--- config.mk ---
export PLATFORM = sky130hd
export DESIGN_NAME = pc_call_stack
export DESIGN_NICKNAME = d
export VERILOG_FILES = /design/src/rtl/pc_pkg.sv /design/src/rtl/lifo_stack.sv /design/src/rtl/pc_call_stack.sv
export SDC_FILE = /design/constraint.sdc
export NUM_CORES = 1
export LEC_CHECK = 0
export CORE_MARGIN = 8
export CORE_UTILIZATION = 45
export CTS_CLUSTER_SIZE = 16
export DETAILED_ROUTE_END_ITERATION = 8
export GPL_TIMING_DRIVEN = 1
export PLACE_DENSITY = 0.71
export SYNTH_ARGS = -nofsm -noshare
export SYNTH_HDL_FRONTEND = slang
export SYNTH_SLANG_ARGS = --single-unit
--- constraint.sdc ---
create_clock -name i_Timming -period 2.3 [get_ports i_Timming]
set_clock_uncertainty 0.05 [all_clocks]
set_input_delay 0.69 -clock i_Timming [delete_from_list [all_inputs] [get_ports i_Timming]]
set_output_delay 0.69 -clock i_Timming [all_outputs]
set_load 0.005 [all_outputs]
--- src/rtl/pc_pkg.sv ---
// Shared types and helpers for the program counter / return-address stack.
package pc_pkg;

  // Default program address width
  localparam int PC_ADDR_W = 8;

  // Top-level sequencing state: RUN is normal, FAULT is absorbing until reset
  typedef enum logic {
    ST_RUN   = 1'b0,
    ST_FAULT = 1'b1
  } state_t;

  // Decoded command for this cycle, after priority resolution
  typedef enum logic [1:0] {
    CMD_INC  = 2'd0,
    CMD_JUMP = 2'd1,
    CMD_CALL = 2'd2,
    CMD_RET  = 2'd3
  } cmd_t;

  // Priority encoder: call beats return beats jump beats plain increment
  function automatic cmd_t decode_cmd(input logic call, input logic ret, input logic jump);
    cmd_t cmd;
    if (call) begin
      cmd = CMD_CALL;
    end else if (ret) begin
      cmd = CMD_RET;
    end else if (jump) begin
      cmd = CMD_JUMP;
    end else begin
      cmd = CMD_INC;
    end
    return cmd;
  endfunction

endpackage

--- src/rtl/lifo_stack.sv ---
// Fixed-depth LIFO of return addresses. Popped slots are cleared so that no
// stale address is ever observable. Push and pop are assumed pre-qualified by
// the owner, but over/underflow is still blocked locally.
module lifo_stack
  import pc_pkg::*;
#(
  parameter int WIDTH = PC_ADDR_W,
  parameter int DEPTH = 4,
  localparam int CNT_W = $clog2(DEPTH + 1)
) (
  input  logic             clk,
  input  logic             rst,
  input  logic             push,
  input  logic             pop,
  input  logic [WIDTH-1:0] din,
  output logic [WIDTH-1:0] top,
  output logic [CNT_W-1:0] count,
  output logic             full,
  output logic             empty
);

  logic [WIDTH-1:0] mem_r [DEPTH];
  logic [CNT_W-1:0] count_r;
  logic             full_s;
  logic             empty_s;
  logic             push_ok_s;
  logic             pop_ok_s;
  logic [WIDTH-1:0] top_s;

  // Occupancy flags and qualified push/pop (push wins if both arrive)
  always_comb begin
    full_s    = (count_r == CNT_W'(DEPTH));
    empty_s   = (count_r == {CNT_W{1'b0}});
    push_ok_s = push && !full_s;
    pop_ok_s  = pop && !empty_s && !push;
  end

  // Top-of-stack selection; reads zero when the stack is empty
  always_comb begin
    top_s = {WIDTH{1'b0}};
    for (int i = 0; i < DEPTH; i++) begin
      if (count_r == CNT_W'(i + 1)) begin
        top_s = mem_r[i];
      end else begin
        top_s = top_s;
      end
    end
  end

  // Entry storage: write on push at the free slot, clear the slot on pop
  always_ff @(posedge clk or posedge rst) begin
    if (rst) begin
      for (int i = 0; i < DEPTH; i++) begin
        mem_r[i] <= {WIDTH{1'b0}};
      end
    end else begin
      for (int i = 0; i < DEPTH; i++) begin
        if (push_ok_s && (count_r == CNT_W'(i))) begin
          mem_r[i] <= din;
        end else if (pop_ok_s && (count_r == CNT_W'(i + 1))) begin
          mem_r[i] <= {WIDTH{1'b0}};
        end else begin
          mem_r[i] <= mem_r[i];
        end
      end
    end
  end

  // Occupancy counter
  always_ff @(posedge clk or posedge rst) begin
    if (rst) begin
      count_r <= {CNT_W{1'b0}};
    end else if (push_ok_s) begin
      count_r <= count_r + {{(CNT_W-1){1'b0}}, 1'b1};
    end else if (pop_ok_s) begin
      count_r <= count_r - {{(CNT_W-1){1'b0}}, 1'b1};
    end else begin
      count_r <= count_r;
    end
  end

  assign top   = top_s;
  assign count = count_r;
  assign full  = full_s;
  assign empty = empty_s;

endmodule

--- src/rtl/pc_call_stack.sv ---
// Program counter with hardware return-address stack. Handles increment,
// jump, call and return; any stack overflow/underflow parks the block in a
// sticky FAULT state where everything is frozen until reset.
module pc_call_stack
  import pc_pkg::*;
#(
  parameter int              ADDR_W      = PC_ADDR_W,
  parameter int              STACK_DEPTH = 4,
  parameter logic [ADDR_W-1:0] RESET_ADDR = {ADDR_W{1'b0}},
  localparam int             DEPTH_W     = $clog2(STACK_DEPTH + 1)
) (
  input  logic               i_Timming,
  input  logic               i_Rst,
  input  logic               i_Enable,
  input  logic               i_Jump,
  input  logic               i_Call,
  input  logic               i_Ret,
  input  logic [ADDR_W-1:0]  i_Target,
  output logic [ADDR_W-1:0]  o_Fetch,
  output logic [ADDR_W-1:0]  o_Stack,
  output logic [DEPTH_W-1:0] o_Depth,
  output logic               o_Full,
  output logic               o_Empty,
  output logic               o_Fault
);

  localparam logic [ADDR_W-1:0] PC_ONE = {{(ADDR_W-1){1'b0}}, 1'b1};

  state_t             state_r;
  state_t             state_nxt_s;
  logic [ADDR_W-1:0]  pc_r;
  logic [ADDR_W-1:0]  pc_nxt_s;
  logic [ADDR_W-1:0]  ret_addr_s;
  cmd_t               cmd_s;
  logic               push_s;
  logic               pop_s;
  logic [ADDR_W-1:0]  stk_top_s;
  logic [DEPTH_W-1:0] stk_count_s;
  logic               stk_full_s;
  logic               stk_empty_s;

  lifo_stack #(
    .WIDTH (ADDR_W),
    .DEPTH (STACK_DEPTH)
  ) u_stack (
    .clk   (i_Timming),
    .rst   (i_Rst),
    .push  (push_s),
    .pop   (pop_s),
    .din   (ret_addr_s),
    .top   (stk_top_s),
    .count (stk_count_s),
    .full  (stk_full_s),
    .empty (stk_empty_s)
  );

  // Command decode and next-state / next-PC logic
  always_comb begin
    cmd_s       = decode_cmd(i_Call, i_Ret, i_Jump);
    ret_addr_s  = pc_r + PC_ONE;
    pc_nxt_s    = pc_r;
    state_nxt_s = state_r;
    push_s      = 1'b0;
    pop_s       = 1'b0;
    case (state_r)
      ST_RUN: begin
        if (i_Enable) begin
          case (cmd_s)
            CMD_CALL: begin
              if (stk_full_s) begin
                state_nxt_s = ST_FAULT;
              end else begin
                push_s   = 1'b1;
                pc_nxt_s = i_Target;
              end
            end
            CMD_RET: begin
              if (stk_empty_s) begin
                state_nxt_s = ST_FAULT;
              end else begin
                pop_s    = 1'b1;
                pc_nxt_s = stk_top_s;
              end
            end
            CMD_JUMP: begin
              pc_nxt_s = i_Target;
            end
            CMD_INC: begin
              pc_nxt_s = pc_r + PC_ONE;
            end
            default: begin
              state_nxt_s = ST_FAULT;
            end
          endcase
        end else begin
          pc_nxt_s = pc_r;
        end
      end
      ST_FAULT: begin
        state_nxt_s = ST_FAULT;
      end
      default: begin
        state_nxt_s = ST_FAULT;
      end
    endcase
  end

  // State and PC registers
  always_ff @(posedge i_Timming or posedge i_Rst) begin
    if (i_Rst) begin
      state_r <= ST_RUN;
      pc_r    <= RESET_ADDR;
    end else begin
      state_r <= state_nxt_s;
      pc_r    <= pc_nxt_s;
    end
  end

  assign o_Fetch = pc_r;
  assign o_Stack = stk_top_s;
  assign o_Depth = stk_count_s;
  assign o_Full  = stk_full_s;
  assign o_Empty = stk_empty_s;
  assign o_Fault = (state_r == ST_FAULT);

endmodule

==> results.py <==
metrics = {
    "status": {
        "status": "finished, violations left",
        "violations": "negative setup slack",
    },
    "setup_path": {
        "crit_family": "buffers and inverters",
        "required_ns": 1.56,
        "setup.worst_path.start_class": "register",
        "cpPeakStageDelay_ns": 0.45,
        "crit_buf_inv": 3,
        "cp.arrival_ns": 1.92,
        "worstPathMaxFanout": 7,
        "worstSetupPathType": "register to output port",
        "path_cells": "ha_2 -> ha_4 -> buf_6 -> buf_4 -> a22oi_2 -> a31oi_1 -> buf_2",
        "endpoint_kind": "output port",
        "critical-path-slowest-cell": "dfrtp_2",
    },
    "logic_synthesis": {
        "syn_area_per_cell_um2": 10.4,
        "async_reset_ff_frac": 1.00,
        "synth_top_area_frac": 0.449,
        "synth-edff-count": 0,
        "syn-num-nets": 257,
        "synthFlopType": "dfrtp_1",
        "synth_cells": 236,
        "synth_most_common_cell": "dfrtp_1",
        "yosys-top-cells-count": "dfrtp_1, o2bb2ai_1, nor2_1, nand3_1, nand2_1",
        "synth_top_area_cell": "dfrtp_1",
        "ys_types": 49,
        "synth.area.top_cells": "dfrtp_1, o2bb2ai_1, ha_1",
        "seq_area_frac_synth": 0.449,
        "ys_warn_count": 0,
        "synthesis.area_um2": 2450,
        "synth-seq-cells": 44,
    },
    "finish": {
        "nFillCells": 371,
        "multi_input_area_um2": 1470,
        "layout-drive-gt1-share": 0.379,
        "syn2layout_area_growth_pct": 53.5,
        "layout.nets": 358,
        "ff_latch_area_um2": 1100,
        "diodes": 0,
        "final_core_util": 0.701,
    },
    "drt": {
        "routedWlPerCell_um": 19.0,
        "viasPerCell": 5.83,
        "antenna_left": 0,
        "drt_wl_total_mm": 7.80,
        "vias": 2389,
        "drc": 0,
        "drt_iter0_drc": 174,
        "first_pass_iters": 4,
    },
    "floorplan": {
        "coreArea_um2": 5370,
        "ios": 36,
        "die_h_um": 89.8,
        "rows": 27,
        "die_w_um": 89.8,
        "initial_core_util": 0.457,
        "dieArea_um2": 8070,
    },
    "sta": {
        "fin_ws_ns": -0.358,
        "worst_pin_slew_ns": 0.623,
        "hold_slack_ns": 0.436,
        "min_period_ns": 2.66,
        "rsz0062_at_grt": "true",
        "period_share": 1.16,
        "relSlewSlack": 0.582,
        "finalSetupViolCount": 8,
        "slew_viol_final": 0,
        "hold_viol": 0,
        "fmax_mhz": 376,
    },
    "worst_hold_path": {
        "hp-class": "register to register",
    },
    "global_routing": {
        "grt.total_usage": 0.194,
        "grt_max_degree": 17,
        "grt_pass1_wl_mm": 12.9,
        "grt-ovfl-total": 0,
        "grt_pass1_vias": 2496,
        "antenna_found_initial": 0,
    },
    "clock_network": {
        "clk_transition_reported_paths_ns": 0.08,
        "clockBufferDepth": 2,
        "cts_tree": "built",
        "htreeDepth": 2,
        "clock_latency_ns": 0.31,
        "cts_buffers": 5,
        "cts-root-buf": "clkbuf_8",
        "cts_sinks": 44,
        "cts-hold-fix-buffers": 0,
    },
    "power_and_ir_drop": {
        "p_int_mw": 3.01,
        "powerDensity_nw_per_um2": 1300,
        "power.leakage_nw": 1.61,
        "swShare": 0.383,
        "seq_power_share": 0.293,
        "finalPower_mw": 4.88,
        "p_comb_frac": 0.571,
        "p_sw_mw": 1.87,
        "p_clk_frac": 0.136,
        "ir_drop_v": 0.000584,
    },
    "run": {
        "maxCapViolCount": 0,
    },
    "place": {
        "gp_congestion": 0.810,
        "hpwl_mm": 5.26,
        "numPortBuffers": 35,
    },
}
layout make-up:
cell class | instances | share of cell area
Clock buffer | 7 | 0.0256
Clock inverter | 1 | 0.00797
Inverter | 8 | 0.00996
Multi-Input combinational cell | 172 | 0.391
Sequential cell | 44 | 0.293
Tap cell | 72 | 0.0239
Timing Repair Buffer | 106 | 0.249
power groups by stage:
stage | sequential (mW) | clock [mW] | combinational, mW
2_1_floorplan | 1.32 | 0 | 1.09
3_5_place_dp | 1.39 | 0 | 2.21
6_report | 1.43 | 0.664 | 2.79
5_1_grt | 1.47 | 0.696 | 3.00
4_1_cts | 1.40 | 0.666 | 2.57
3_3_place_gp | 1.38 | 0 | 2.16
logic make-up (layout without fill, tap and decap cells):
logic type | count (synthesis) | in the layout | share of synthesized area
flops | 44 | 44 | 0.449
simple gates | 72 | 72 | 0.167
mux | 2 | 2 | 0.00867
xor+xnor | 7 | 7 | 0.0250
compound gates | 84 | 84 | 0.275
fa+ha+maj | 7 | 7 | 0.0357
buf+inv | 20 | 122 | 0.0403
worst reg2reg max path, delay by kind of cell, from the launching register on:
family	cells	cell delay [ns]
compound gates	2	0.53
fa+ha+maj	1	0.14
buf+inv	5	0.56
flops	1	0.45
simple gates	2	0.32
placed cells by master (no fill, tap or decap), types with 4 or more instances in the layout:
master            n
a31oi_1           7
buf_4            57
nor2_1           13
a32o_1            4
xnor2_1           5
a22oi_2           4
buf_2             7
clkbuf_8          7
nand2_1          12
buf_6            13
o2bb2ai_1        29
nand3_1          15
dfrtp_1          43
ha_4              4
clkdlybuf4s50_1  25
o211ai_1          4
flip-flops by register name (all words and copies together) (netlist names):
register       flops
o_Fault            1
u_stack.mem_r     32
o_Fetch            8
u_stack.count      3
what timing repair did:
| action | CTS | global route |
|---|---|---|
| buffers inserted | 8 | 4 |
| pin swaps | 10 | 6 |
| cloned | 0 | 1 |
| resized for setup | 89 | 20 |
| endpoints found under the setup margin | 10 | 12 |
path summary, 6_finish.rpt:
| check | startpoint | to | slack [ns] | cells after the start |
|---|---|---|---|---|
| min in group asynchronous | i_Rst | u_stack.mem_r[11] | 0.63 | 2 |
| worst max-delay path | u_stack.count[1] | o_Stack[3] | -0.36 | 7 |
| max in group asynchronous | i_Rst | u_stack.count[1] | 1.03 | 3 |
| worst min register to register | u_stack.mem_r[18] | u_stack.mem_r[18] | 0.44 | 1 |
| worst min-delay path | u_stack.mem_r[18] | u_stack.mem_r[18] | 0.44 | 1 |
| worst max register to register | u_stack.count[1] | u_stack.mem_r[10] | 0.18 | 10 |
stage by stage:
step	setup TNS [ns]	setup WS, ns	instance area, µm²	instances
2_1_floorplan	0	0.0220	2450	236
3_3_place_gp	-6.78	-0.500	3300	391
3_5_place_dp	-7.70	-0.554	3300	391
4_1_cts	-2.59	-0.369	3660	407
5_1_grt	-3.03	-0.427	3770	410
6_report	-2.43	-0.358	3770	410
per-layer routing:
metal | track usage | share of wire | wire, µm
met1 | 0.233 | 0.43 | 3380
met2 | 0.329 | 0.50 | 3890
met4 | 0.0663 | 0.016 | 122
met5 | 0 | 0 | 0
met3 | 0.0466 | 0.052 | 408
(Power assumes the default switching activity.)
